==> src/rtl/mips_ctrl_pkg.sv <==
`default_nettype none
// ============================================================================
// Module : mips_ctrl_pkg
// Brief  : Shared constants, types and helpers for the MIPS pipeline control.
// Rev    : 1.0  initial release
// ============================================================================
package mips_ctrl_pkg;

    localparam logic [1:0] TUSE_NONE        = 2'd3;
    localparam int         MULT_LAT_DEFAULT = 5;
    localparam int         DIV_LAT_DEFAULT  = 10;
    localparam int         CNT_W_DEFAULT    = 4;
    localparam logic [4:0] REG_ZERO         = 5'd0;

    typedef enum logic [0:0] {
        MD_IDLE = 1'b0,
        MD_BUSY = 1'b1
    } md_state_e;

    // A producer is too late when its result appears after the consumer needs it.
    function automatic logic raw_hazard(
        input logic [4:0] src,
        input logic [4:0] dst,
        input logic [1:0] tnew,
        input logic [1:0] tuse
    );
        return (src == dst) && (tnew > tuse);
    endfunction

endpackage
`default_nettype wire

==> src/rtl/hazard_stall_ctrl_if.sv <==
`default_nettype none
// ============================================================================
// Module : hazard_stall_ctrl_if
// Brief  : Pipeline hazard/stall control signal bundle with master/slave views.
// Rev    : 1.0  initial release
// ============================================================================
interface hazard_stall_ctrl_if;

    logic [4:0]  Rs_D;
    logic [4:0]  Rt_D;
    logic [1:0]  Tuse_Rs;
    logic [1:0]  Tuse_Rt;
    logic [4:0]  A3_E;
    logic [1:0]  Tnew_E;
    logic [4:0]  A3_M;
    logic [1:0]  Tnew_M;
    logic        MD_Use_D;
    logic        MD_Start_E;
    logic        MD_IsDiv_E;
    logic        MD_Cancel;
    logic        En_PC;
    logic        En_FD;
    logic        Flush_E;
    logic        MD_Busy;
    logic [31:0] Stall_Cnt;

    modport master (
        output Rs_D, Rt_D, Tuse_Rs, Tuse_Rt, A3_E, Tnew_E, A3_M, Tnew_M,
               MD_Use_D, MD_Start_E, MD_IsDiv_E, MD_Cancel,
        input  En_PC, En_FD, Flush_E, MD_Busy, Stall_Cnt
    );

    modport slave (
        input  Rs_D, Rt_D, Tuse_Rs, Tuse_Rt, A3_E, Tnew_E, A3_M, Tnew_M,
               MD_Use_D, MD_Start_E, MD_IsDiv_E, MD_Cancel,
        output En_PC, En_FD, Flush_E, MD_Busy, Stall_Cnt
    );

endinterface
`default_nettype wire

==> src/rtl/hazard_stall_ctrl_md_busy_tracker.sv <==
`default_nettype none
// ============================================================================
// Module : md_busy_tracker
// Brief  : Countdown of the multiply/divide unit occupancy after issue.
// Rev    : 1.0  initial release
// ============================================================================
module md_busy_tracker
    import mips_ctrl_pkg::*;
#(
    parameter int MULT_LAT = MULT_LAT_DEFAULT,
    parameter int DIV_LAT  = DIV_LAT_DEFAULT,
    parameter int CNT_W    = CNT_W_DEFAULT
) (
    input  wire logic CLK,
    input  wire logic RESET,
    input  wire logic md_start,
    input  wire logic md_is_div,
    input  wire logic md_cancel,
    output logic      md_busy
);

    logic [CNT_W-1:0] r_md_cnt;
    md_state_e        w_state;

    // Cancel wins over a same-cycle start; a start while busy simply reloads.
    always_ff @(posedge CLK or negedge RESET) begin
        if (!RESET) begin
            r_md_cnt <= '0;
        end else if (md_cancel) begin
            r_md_cnt <= '0;
        end else if (md_start) begin
            r_md_cnt <= md_is_div ? CNT_W'(DIV_LAT) : CNT_W'(MULT_LAT);
        end else if (r_md_cnt != '0) begin
            r_md_cnt <= r_md_cnt - CNT_W'(1);
        end
    end

    assign w_state = (r_md_cnt != '0) ? MD_BUSY : MD_IDLE;
    assign md_busy = md_start | (w_state == MD_BUSY);

endmodule
`default_nettype wire

==> src/rtl/hazard_stall_ctrl.sv <==
`default_nettype none
// ============================================================================
// Module : hazard_stall_ctrl
// Brief  : Tuse/Tnew and mult/div stall detection, F/D hold, E bubble, stall counter.
// Rev    : 1.0  initial release
// ============================================================================
module hazard_stall_ctrl
    import mips_ctrl_pkg::*;
#(
    parameter int MULT_LAT = MULT_LAT_DEFAULT,
    parameter int DIV_LAT  = DIV_LAT_DEFAULT,
    parameter int CNT_W    = CNT_W_DEFAULT
) (
    input  wire logic          CLK,
    input  wire logic          RESET,
    hazard_stall_ctrl_if.slave bus
);

    logic        w_stall_rs;
    logic        w_stall_rt;
    logic        w_stall_data;
    logic        w_stall_md;
    logic        w_stall;
    logic        w_md_busy;
    logic [31:0] r_stall_cnt;

    // $0 is never a real dependency, and an unused operand never stalls.
    assign w_stall_rs = (bus.Rs_D != REG_ZERO) && (bus.Tuse_Rs != TUSE_NONE) &&
                        (raw_hazard(bus.Rs_D, bus.A3_E, bus.Tnew_E, bus.Tuse_Rs) ||
                         raw_hazard(bus.Rs_D, bus.A3_M, bus.Tnew_M, bus.Tuse_Rs));
    assign w_stall_rt = (bus.Rt_D != REG_ZERO) && (bus.Tuse_Rt != TUSE_NONE) &&
                        (raw_hazard(bus.Rt_D, bus.A3_E, bus.Tnew_E, bus.Tuse_Rt) ||
                         raw_hazard(bus.Rt_D, bus.A3_M, bus.Tnew_M, bus.Tuse_Rt));

    assign w_stall_data = w_stall_rs | w_stall_rt;
    assign w_stall_md   = bus.MD_Use_D & w_md_busy;
    assign w_stall      = w_stall_data | w_stall_md;

    md_busy_tracker #(
        .MULT_LAT (MULT_LAT),
        .DIV_LAT  (DIV_LAT),
        .CNT_W    (CNT_W)
    ) u_md_busy_tracker (
        .CLK       (CLK),
        .RESET     (RESET),
        .md_start  (bus.MD_Start_E),
        .md_is_div (bus.MD_IsDiv_E),
        .md_cancel (bus.MD_Cancel),
        .md_busy   (w_md_busy)
    );

    always_ff @(posedge CLK or negedge RESET) begin
        if (!RESET) begin
            r_stall_cnt <= '0;
        end else if (w_stall && (r_stall_cnt != 32'hFFFF_FFFF)) begin
            r_stall_cnt <= r_stall_cnt + 32'd1;
        end
    end

    assign bus.En_PC     = ~w_stall;
    assign bus.En_FD     = ~w_stall;
    assign bus.Flush_E   = w_stall;
    assign bus.MD_Busy   = w_md_busy;
    assign bus.Stall_Cnt = r_stall_cnt;

endmodule
`default_nettype wire

==> src/flat_wrapper.sv <==
// flat-port wrapper written by rule: the top's interface ports become plain ports
module hazard_stall_ctrl_flat import mips_ctrl_pkg::*;
#(
    parameter int MULT_LAT = MULT_LAT_DEFAULT,
    parameter int DIV_LAT  = DIV_LAT_DEFAULT,
    parameter int CNT_W    = CNT_W_DEFAULT
)
  (CLK, RESET, bus_Rs_D, bus_Rt_D, bus_Tuse_Rs, bus_Tuse_Rt, bus_A3_E, bus_Tnew_E, bus_A3_M, bus_Tnew_M, bus_MD_Use_D, bus_MD_Start_E, bus_MD_IsDiv_E, bus_MD_Cancel, bus_En_PC, bus_En_FD, bus_Flush_E, bus_MD_Busy, bus_Stall_Cnt);
  hazard_stall_ctrl_if bus_i ();
  input  wire logic CLK;
  input  wire logic RESET;
  input wire logic [$bits(bus_i.Rs_D)-1:0] bus_Rs_D;
  input wire logic [$bits(bus_i.Rt_D)-1:0] bus_Rt_D;
  input wire logic [$bits(bus_i.Tuse_Rs)-1:0] bus_Tuse_Rs;
  input wire logic [$bits(bus_i.Tuse_Rt)-1:0] bus_Tuse_Rt;
  input wire logic [$bits(bus_i.A3_E)-1:0] bus_A3_E;
  input wire logic [$bits(bus_i.Tnew_E)-1:0] bus_Tnew_E;
  input wire logic [$bits(bus_i.A3_M)-1:0] bus_A3_M;
  input wire logic [$bits(bus_i.Tnew_M)-1:0] bus_Tnew_M;
  input wire logic [$bits(bus_i.MD_Use_D)-1:0] bus_MD_Use_D;
  input wire logic [$bits(bus_i.MD_Start_E)-1:0] bus_MD_Start_E;
  input wire logic [$bits(bus_i.MD_IsDiv_E)-1:0] bus_MD_IsDiv_E;
  input wire logic [$bits(bus_i.MD_Cancel)-1:0] bus_MD_Cancel;
  output wire logic [$bits(bus_i.En_PC)-1:0] bus_En_PC;
  output wire logic [$bits(bus_i.En_FD)-1:0] bus_En_FD;
  output wire logic [$bits(bus_i.Flush_E)-1:0] bus_Flush_E;
  output wire logic [$bits(bus_i.MD_Busy)-1:0] bus_MD_Busy;
  output wire logic [$bits(bus_i.Stall_Cnt)-1:0] bus_Stall_Cnt;
  assign bus_i.Rs_D = bus_Rs_D;
  assign bus_i.Rt_D = bus_Rt_D;
  assign bus_i.Tuse_Rs = bus_Tuse_Rs;
  assign bus_i.Tuse_Rt = bus_Tuse_Rt;
  assign bus_i.A3_E = bus_A3_E;
  assign bus_i.Tnew_E = bus_Tnew_E;
  assign bus_i.A3_M = bus_A3_M;
  assign bus_i.Tnew_M = bus_Tnew_M;
  assign bus_i.MD_Use_D = bus_MD_Use_D;
  assign bus_i.MD_Start_E = bus_MD_Start_E;
  assign bus_i.MD_IsDiv_E = bus_MD_IsDiv_E;
  assign bus_i.MD_Cancel = bus_MD_Cancel;
  assign bus_En_PC = bus_i.En_PC;
  assign bus_En_FD = bus_i.En_FD;
  assign bus_Flush_E = bus_i.Flush_E;
  assign bus_MD_Busy = bus_i.MD_Busy;
  assign bus_Stall_Cnt = bus_i.Stall_Cnt;
  hazard_stall_ctrl #(.MULT_LAT(MULT_LAT), .DIV_LAT(DIV_LAT), .CNT_W(CNT_W)) u_core (.CLK(CLK), .RESET(RESET), .bus(bus_i));
endmodule
==> config.mk <==
export PLATFORM = sky130hd
export DESIGN_NAME = hazard_stall_ctrl_flat
export DESIGN_NICKNAME = d
export VERILOG_FILES = /design/src/rtl/mips_ctrl_pkg.sv /design/src/rtl/hazard_stall_ctrl_if.sv /design/src/rtl/hazard_stall_ctrl_md_busy_tracker.sv /design/src/rtl/hazard_stall_ctrl.sv /design/src/flat_wrapper.sv
export SDC_FILE = /design/constraint.sdc
export NUM_CORES = 1
export LEC_CHECK = 0
export BUFFER_PORTS_ARGS = -buffer_cell sky130_fd_sc_hd__buf_2
export CORE_MARGIN = 2
export CORE_UTILIZATION = 30
export DETAILED_ROUTE_END_ITERATION = 7
export PLACE_DENSITY = 0.64
export SKIP_LAST_GASP = 1
export SLEW_MARGIN = 20
export SYNTH_ARGS = -nofsm -noshare
export SYNTH_HDL_FRONTEND = slang
export SYNTH_SLANG_ARGS = --single-unit
==> constraint.sdc <==
create_clock -name CLK -period 1.9 [get_ports CLK]
set_input_delay 0.095 -clock CLK [delete_from_list [all_inputs] [get_ports CLK]]
set_output_delay 0.095 -clock CLK [all_outputs]
set_load 0.05 [all_outputs]
==> results.md, run 1 <==
- Gr ovfl total: 0
- Routed vias: 2,167
- R2R depth: 12
- CTS Root Buffer Type: clkbuf_8
- DIE AREA: roughly 8000 um2
- GRT Util Overall: roughly 15%
- Fin. Hold Viols: 0
- Yosys warns: 0
- Final WS setup: -269 ps
- Syn_nets: ~270
- Top Ports: 70
- Placed cell area: 3100 um2
- Fin area: around 3500 um2
- Sequential area share after synthesis: about two fifths
- Detail Placement HPWL: approximately 4.6 mm
- Initial DRC count: 61
- Cell accounting for the most synthesized area: dfrtp_1
- Fraction of layout cells with a size suffix above 1: 51.0%
- Peak supply drop: about 0.22 mV
- Initial Util: between 30% and 40%
- Slew HR: between 40% and 50%
- Minimum clock period: 2170 ps
- Final slew viol count: 0
- Area Growth Syn to Fin: 57.1%
- Most numerous cell in the Yosys netlist: xnor2_1
- # rows: 31
- Setup Skew: about 3 ps
- Commonest cells post-synth: 38 x xnor2_1, 36 x dfrtp_1, 19 x nand4_1
- First-pass GRT wire length: just under 10 mm
- Grt met3 use: 3.84%
- Met1 usage: around 17%
- Worst EP arrival: 2070 ps
- Fin nets: between 400 and 500
- R2r endpoint: u_core.bus.Stall_Cnt[29]
- Final period utilization: 114%
- Routability congestion estimate: 0.849
- Reg2reg setup slack: -250 ps
- FILL cells: 707
- Post-synthesis sequential element count: 36
- M2 GR Usage: between 20% and 30%
- Clock sink count: 36
- Crit. Startpoint: u_core.u_md_busy_tracker.r_md_cnt[1]
- Hold_sp: bus_MD_IsDiv_E
- Total wire length: 6.04 mm
- CTS tree: yes
- Hold WS: 34.6 ps
- Core ar.: 7210 um2
- Mapped Area: roughly 2200 um2
- CP endpoint kind: output pin
- Worst hold path class: primary input to flip-flop
- Via/cell ratio: 4.73
- Worst R2R Start: u_core.u_md_busy_tracker.r_md_cnt[1]
- Drt pass-1 iters: 4
- Clock Latency Late Sink: about 280 ps
- Die Y: ~90 um
- Startpoint Class: flip-flop
- Maximum capacitance violations: 0
- RSZ-0062 raised after global routing: true
- Clock buffer depth: 2
- Final ANT Viol Nets: 0
- Status: complete, but fails checks
- Synth Flop Type: dfrtp_1
- Busiest grt layer: met2
- Post-synth EDFFs: 0
- Clk slew on worst S/H paths: approximately 70 ps
- Cells after Synth: about 230
- Synth top area share: about two fifths
- Critical path endpoint: bus_Flush_E
- Vias in the first global route: about 2.2k
- Largest net degree at the start of global routing: 37
- WL per Instance: around 13 um
- Port bufs: between 60 and 70
- PwrDens: between 700 and 800 nW/um2
- Crit path max fanout: 3
- Static Leakage: ~1.7 nW
- F_max: ~460 MHz
- DRC Markers: 0
- Setup violations, final: 35
- WS Path Type: flip-flop to output pin
- Required time worst endpoint: 1800 ps
- Initial antenna violation count: 0
- Synth cell types: 38
- Async SR Flop Fraction: between 90% and 100%
- Final setup TNS: -5340 ps
- Largest cells by area after synthesis: dfrtp_1 40%, xnor2_1 15%, ha_1 5.6%
- Syn Area/Cell: 9.83 um2
- Total CTS buffers: 5
- Die X-Extent: around 90 um
- N_diodes: 0
- Failing checks: setup timing
- Slew @ Worst Pin: between 800 and 900 ps
- H-tree depth: 2
## metal layers
| metal | wire, um | share of wire (%) |
|---|---|---|
| met5 | 0 | 0 |
| met4 | 121 | 2.0 |
| met3 | 381 | 6.3 |
| met2 | 3050 | 51 |
| met1 | 2480 | 41 |
## layout make-up
cell class,count,area [um2],share of cell area [%]
Tap cell,99,124,3.53
Clock buffer,8,90.1,2.57
Multi-Input combinational cell,169,1400,39.9
Sequential cell,36,917,26.2
Timing Repair Buffer,131,915,26.1
Inverter,15,60.1,1.71
## worst min path at each step
stage	endpoint	slack [ps]	cells after the start
after floorplan	u_core.bus.Stall_Cnt[0]	-200	0
after global placement	u_core.bus.Stall_Cnt[25]	230	1
after detailed placement	u_core.bus.Stall_Cnt[23]	240	1
after CTS	u_core.u_md_busy_tracker.r_md_cnt[2]	20	2
after global routing	u_core.u_md_busy_tracker.r_md_cnt[2]	20	2
final	u_core.u_md_busy_tracker.r_md_cnt[2]	30	2
## state kept, by name, indices dropped and copies added (netlist names)
name                               count
u_core.bus.Stall_Cnt                  32
u_core.u_md_busy_tracker.r_md_cnt      4
## through the flow
step	cells	total power (W)	util, %	worst slack (ps)
2_1_floorplan	227	0.00162	-	-461
3_5_place_dp	437	0.00203	43.0	-263
4_1_cts	452	0.00265	46.1	-295
5_1_grt	458	0.00283	48.6	-342
3_3_place_gp	437	0.00200	43.0	-239
6_report	458	0.00268	48.6	-269
## kinds of logic after synthesis
logic type	share of synthesized area, %
AOI/OAI and AO/OA	4.82
buffers and inverters	4.88
xor gates and xnor gates	20.4
DFF	40.4
and+or+nand+nor	23.4
adders and majority gates	5.61
muxes	0.504
## critical path: stages (launching register included)
cell	delay [ps]
dfrtp_1	390
inv_2	60
ha_2	190
inv_2	40
or4_4	500
nand2_4	80
and3_4	190
buf_12	110
clkinvlp_4	80
buf_6	150
## power breakdown
part	switching [W]	total [W]	internal, W
Clock	0.000257	0.000552	0.000296
Sequential	0.0000542	0.000921	0.000867
Combinational	0.000730	0.00121	0.000479
Total	0.00104	0.00268	0.00164
## placed cells by master, fill, tap and decap left out, types with 2 or more instances in the layout
| cell type | n |
|---|---|
| nor4_2 | 4 |
| nand4_1 | 19 |
| buf_2 | 65 |
| nand3_2 | 2 |
| ha_1 | 9 |
| a22oi_1 | 2 |
| xor2_1 | 14 |
| nor3_1 | 4 |
| dlygate4sd3_1 | 2 |
| buf_4 | 54 |
| or4_4 | 2 |
| and3_4 | 3 |
| nand3_1 | 7 |
| xnor2_2 | 2 |
| inv_2 | 2 |
| clkbuf_8 | 6 |
| nand3_4 | 2 |
| dfrtp_2 | 13 |
| nor4b_4 | 2 |
| nand2_1 | 15 |
| xnor2_1 | 36 |
| inv_1 | 12 |
| clkbuf_1 | 2 |
| buf_12 | 5 |
| nor2_1 | 8 |
| dfrtp_1 | 23 |
| nor3_4 | 2 |
| buf_8 | 2 |
| buf_6 | 3 |
| a21oi_1 | 7 |
| and3_1 | 7 |
## what timing repair did
| action | in CTS | in global routing |
|---|---|---|
| resized for setup | 20 | 22 |
| buffers inserted | 5 | 7 |
| pin swaps | 2 | 6 |
| endpoints found under the setup margin | 35 | 36 |
| hold endpoints to repair | 39 | 0 |
| hold buffers | 2 | 0 |
(Power assumes the default switching activity.)
==> run 2: changes to the inputs <==
- PLACE_DENSITY: 0.64 -> 0.62
- clock period: 1.9 -> 2 ns (I/O delays scaled with it)
==> run 2 against run 1 <==
The flow still finishes with violations (setup timing). Design area fell by 1.7%. Largest cell class unchanged. Clock skew rose by 4.0 ps. Highest routed layer unchanged. Critical endpoint unchanged. Sequential cell count did not move.
==> results.md, run 2 (synthesis gave the netlist of run 1 again) <==
- WL per Instance: approximately 13 um
- Final period utilization: 103%
- Largest net degree at the start of global routing: 22
- DRC Markers: 0
- DIE AREA: 8150 um2
- Final setup TNS: -218 ps
- Final Core Density: a little under half
- RSZ-0062 raised after global routing: true
- Required time worst endpoint: between 1500 and 2000 ps
- Placed Instances: ~440
- Initial antenna violation count: 0
- Setup violations, final: 7
- Slew HR: between 70 and 80%
- Via/cell ratio: around 4.8
- Minimum clock period: just over 2000 ps
- Core ar.: 7210 um2
- Clock share of power: 24.7%
- WS Path Type: flip-flop to output pin
- N_diodes: 0
- Vias in the first global route: around 2.1k
- Die X-Extent: approximately 90 um
- Worst EP arrival: around 2000 ps
- Most common cell after layout, fill and taps aside: buf_2
- Initial DRC count: 60
- Detail Placement HPWL: between 4 and 5 mm
- Fin nets: approximately 400
- F_max: just under 500 MHz
- Top Ports: 70
- Design Power: between 0.002 and 0.003 W
- Commonest cells after routing, fill and taps aside: 66 x buf_2, 50 x buf_4, 36 x xnor2_1, 23 x dfrtp_1, 19 x nand4_1
- Setup Skew: between 7 and 8 ps
- Post-Place Worst Slack: -203 ps
- Maximum capacitance violations: 0
- Seq pwr share: between 30% and 40%
- First-pass GRT wire length: 9.68 mm
- Busiest grt layer: met2
- CTS tree: yes
- Top delay family on crit path: simple AND/OR/NAND/NOR gates
- Port bufs: 69
- Grt met3 use: approximately 3.6%
- Logic pwr share: 42.2%
- Total CTS buffers: 5
- M2 GR Usage: between 20% and 30%
- Top cell by count, worst path: inv_2
- Routed vias: approximately 2.2k
- Die Y: around 90 um
- Biggest cell delay along the critical path: around 440 ps
- Initial Util: a little under a third
- CP cell instances: inv_2 > ha_4 > inv_2 > or4_4 > nand2_4 > and3_4 > clkinvlp_4 > buf_8
- H-tree depth: 2
- Max FFs per register: 32
- Slew @ Worst Pin: roughly 330 ps
- Layout Cells excl Fill: 454
- Crit path max fanout: 4
- Clock sink count: 36
- Status: complete, but fails checks
- Failing checks: setup timing
- Total wire length: roughly 6.0 mm
- CP endpoint kind: output pin
- Clock Latency Late Sink: ~300 ps
- Crit-path slowest cell: or4_4
- Static Leakage: about 1.6 nW
- Switch share: a little under two fifths
- Switching power: 0.00101 W
- Clk slew on worst S/H paths: ~80 ps
- Routability congestion estimate: ~0.90
- Gr ovfl total: 0
- # rows: 31
- GRT Util Overall: around 15%
- Clock buffer depth: 2
- Met1 usage: between 10% and 20%
- Fraction of layout cells with a size suffix above 1: 50.1%
- Cell Int Power: around 0.0016 W
- Startpoint Class: flip-flop
- Worst path bufs/invs: 4
- Drt pass-1 iters: 4
- Final ANT Viol Nets: 0
- CTS Root Buffer Type: clkbuf_8
- Final WS setup: -57.7 ps
- Final slew viol count: 0
- Area Growth Syn to Fin: 54.3%
- Peak supply drop: 0.320 mV
- Fin. Hold Viols: 0
- PwrDens: around 760 nW/um2
- Worst hold path class: primary input to flip-flop
==> run 2: changes by cell type in the layout (fill, tap and decap cells not counted), moves of 2 or more <==
cell	change
buf_12	-4
buf_4	-4
buf_6	+2
clkbuf_1	-2
nor4_1	+2
nor4_2	-3
==> run 2: cell type report <==
type	instances	area [um2]
fill	703	3770
multi-input combinational	169	1390
sequential	36	917
timing repair buffer	127	847
tap	99	124
clock buffer	5	68.8
inverter	15	60.1
clock inverter	3	42.5
==> run 2: stage by stage <==
stage               cell area, um2  hold slack, ps
global route                  3440            18.4
global placement              3070            20.5
finish                        3440            10.1
CTS                           3330            2.06
floorplan                     2310            -196
detailed placement            3070            23.4
==> run 2: power by group through the flow <==
stage	Sequential [W]	Clock [W]	Combinational [W]
floorplan	0.00118	0	0.000362
global placement	0.000878	0	0.00102
detailed placement	0.000883	0	0.00103
CTS	0.000870	0.000667	0.00109
global route	0.000881	0.000697	0.00118
finish	0.000872	0.000649	0.00111
==> run 2: path summary, 6_finish.rpt <==
check	startpoint	to	slack [ps]	cells past startpoint
max	u_core.u_md_busy_tracker.r_md_cnt[0]	bus_Flush_E	-60	8
min	bus_MD_IsDiv_E	u_core.u_md_busy_tracker.r_md_cnt[2]	10	2
max reg2reg	u_core.u_md_busy_tracker.r_md_cnt[0]	u_core.bus.Stall_Cnt[29]	-40	11
min reg2reg	u_core.bus.Stall_Cnt[31]	u_core.bus.Stall_Cnt[31]	500	1
max in group asynchronous	RESET	u_core.bus.Stall_Cnt[4]	1230	3
min in group asynchronous	RESET	u_core.bus.Stall_Cnt[24]	230	2
==> run 2: routing by layer <==
layer	part of all wire (%)	up-vias	wire [um]
met4	2.1	0	125
met1	43	1025	2590
met2	50	74	3010
met5	0	-	0
li1	-	1061	-
met3	5.4	12	327
==> run 2: repair_timing <==
| action | 4_1_cts | 5_1_grt |
|---|---|---|
| endpoints found under the hold margin | 16 | 0 |
| gates resized for setup | 20 | 15 |
| setup endpoints to repair | 27 | 28 |
| pin swaps | 4 | 5 |
| buffers inserted | 6 | 3 |
| hold buffers | 2 | 0 |
==> run 2: worst reg2reg max path, stage by stage (launching register included) <==
cell and delay (ps):
dfrtp_1 390, inv_2 70, ha_4 130, inv_2 30, or4_4 440, nand2_4 90
and3_4 210, clkinvlp_4 120, buf_4 150, buf_6 120, nand3_4 80, xnor2_2 110
==> run 3: changes to the inputs <==
- CORE_UTILIZATION: 30 -> 51
- PLACE_DENSITY: 0.62 -> 0.92
==> run 3 against run 2 <==
The flow still finishes with violations (setup timing). Core utilization rose by 31 points. Critical path depth rose by 1. Largest power group unchanged. Critical endpoint unchanged. Clock power fell by 16%. Combinational power rose by 5%. Hold slack got worse by 2.0 ps. Cell count fell by 10%. Global-route usage rose by 11 points. Sequential share of layout area rose by 0.59 points. Clock skew rose by 2.4 ps. Sequential power rose by 2%.
==> results.md, run 3 (synthesis gave the netlist of run 1 again) <==
- Hold WS: 8.05 ps
- Clock sink count: 36
- RSZ-0062 raised after global routing: true
- F_max: 446 MHz
- N_diodes: 0
- Multi-input logic area: about 1400 um2
- Die X-Extent: ~70 um
- Vias in the first global route: 2,245
- Worst EP arrival: about 2100 ps
- Detail Placement HPWL: 4.52 mm
- Initial antenna violation count: 0
- Crit path max fanout: 3
- Initial DRC count: 192
- Met1 usage: about 28%
- Maximum capacitance violations: 0
- FILL cells: roughly 260
- Minimum clock period: 2240 ps
- Clock buffer depth: 2
- Placed cell area: 2990 um2
- WS Path Type: flip-flop to output pin
- CTS tree: yes
- Slew @ Worst Pin: around 800 ps
- Final WS setup: -240 ps
- R2R depth: 7
- WL per Instance: between 15 and 20 um
- Final period utilization: 112%
- Gr ovfl total: 0
- First-pass GRT wire length: around 10 mm
- Clock Latency Late Sink: ~300 ps
- DIE AREA: between 4000 and 5000 um2
- Largest net degree at the start of global routing: 37
- Worst hold path class: primary input to flip-flop
- Fin. Hold Viols: 0
- Total wire length: around 7.3 mm
- GRT Util Overall: between 20% and 30%
- Hold EP: u_core.u_md_busy_tracker.r_md_cnt[1]
- Routed vias: roughly 2.4k
- Peak supply drop: 0.326 mV
- Grt met3 use: under 10%
- Busiest grt layer: met2
- Failing checks: setup timing
- Final slew viol count: 0
- Clk slew on worst S/H paths: ~70 ps
- R2r endpoint: u_core.bus.Stall_Cnt[29]
- Die Y: around 70 um
- Most common cell after layout, fill and taps aside: buf_2
- Hold path cells: 2
- Initial Util: roughly half
- Hold_sp: bus_MD_Cancel
- Routability congestion estimate: between 0.8 and 0.9
- Status: complete, but fails checks
- DRC Markers: 0
- Area Growth Syn to Fin: 51.0%
- # rows: 24
- Slew HR: a little under half
- Fraction of layout cells with a size suffix above 1: 50.4%
- Fin area: 3370 um2
- Required time worst endpoint: about 1900 ps
- Setup violations, final: 31
- H-tree depth: 2
- Top Ports: 70
- Setup Skew: 9.53 ps
- Port bufs: 69
- Final ANT Viol Nets: 0
- Core ar.: around 4300 um2
- Startpoint Class: flip-flop
- Commonest cells after routing, fill and taps aside: 65 x buf_2, 50 x buf_4, 38 x xnor2_1, 23 x dfrtp_1, 19 x nand4_1
- Final Core Density: 78.5%
- Fin nets: slightly below 400
- Reg2reg setup slack: -210 ps
- Drt pass-1 iters: 6
- Total CTS buffers: 5
- CTS Root Buffer Type: clkbuf_8
- Static Leakage: between 1.5 and 2 nW
- Max FFs per register: 32
- Worst R2R Start: u_core.bus.Stall_Cnt[10]
- Area occupied by registers: 917 um2
- CP endpoint kind: output pin
- Via/cell ratio: around 5.9
- M2 GR Usage: about half
- PwrDens: approximately 770 nW/um2
-- run 3: metrics by stage --
stage,setup slack [ps],setup TNS [ps],instances,total power [W]
floorplan,-361,-6410,227,0.00154
detailed placement,-246,-1900,384,0.00191
global route,-319,-4700,407,0.00271
CTS,-205,-910,400,0.00250
finish,-240,-2810,407,0.00261
global placement,-159,-527,384,0.00187
-- run 3: how the worst max path moves through the flow --
stage	start	endpoint	slack [ps]	cells past startpoint
after global routing	u_core.u_md_busy_tracker.r_md_cnt[1]	bus_Flush_E	-320	9
final	u_core.u_md_busy_tracker.r_md_cnt[1]	bus_Flush_E	-240	9
after detailed placement	bus_Tuse_Rs[1]	u_core.bus.Stall_Cnt[13]	-250	10
after CTS	u_core.u_md_busy_tracker.r_md_cnt[0]	bus_Flush_E	-210	9
after global placement	bus_Tuse_Rs[1]	u_core.bus.Stall_Cnt[13]	-160	10
after floorplan	u_core.u_md_busy_tracker.r_md_cnt[0]	u_core.bus.Stall_Cnt[23]	-360	11
-- run 3: cell type report --
| type | count | share of cell area [%] |
|---|---|---|
| Sequential cell | 36 | 27.2 |
| Timing Repair Buffer | 127 | 25.5 |
| Tap cell | 52 | 1.93 |
| Clock buffer | 8 | 2.67 |
| Inverter | 15 | 1.78 |
| Multi-Input combinational cell | 169 | 40.9 |
-- run 3: what timing repair did --
item / in CTS / in global routing
resized for setup: 22 / 19
endpoints found under the setup margin: 29 / 36
hold buffers: 1 / 0
pin swaps: 2 / 8
endpoints found under the hold margin: 36 / 0
buffers inserted: 7 / 9
-- run 3: metal layers --
| layer | vias up | routed length [um] |
|---|---|---|
| met5 | - | 0 |
| met4 | 0 | 295 |
| met3 | 39 | 507 |
| met2 | 157 | 3880 |
| met1 | 1132 | 2600 |
| li1 | 1058 | - |
-- run 3: where the power goes --
| part | switching, W | leakage (nW) | internal, W |
|---|---|---|---|
| Clock | 0.000263 | 0.0455 | 0.000281 |
| Combinational | 0.000711 | 1.12 | 0.000463 |
| Sequential | 0.0000668 | 0.460 | 0.000824 |
| Total | 0.00104 | 1.63 | 0.00157 |
-- run 3: critical path, stage by stage, from the launching register on --
cell        delay [ps]
dfrtp_1            390
inv_2               80
ha_4               140
inv_2               40
or4_4              560
nand2_4             80
and3_4             200
buf_6              120
clkinvlp_4          90
buf_8              160
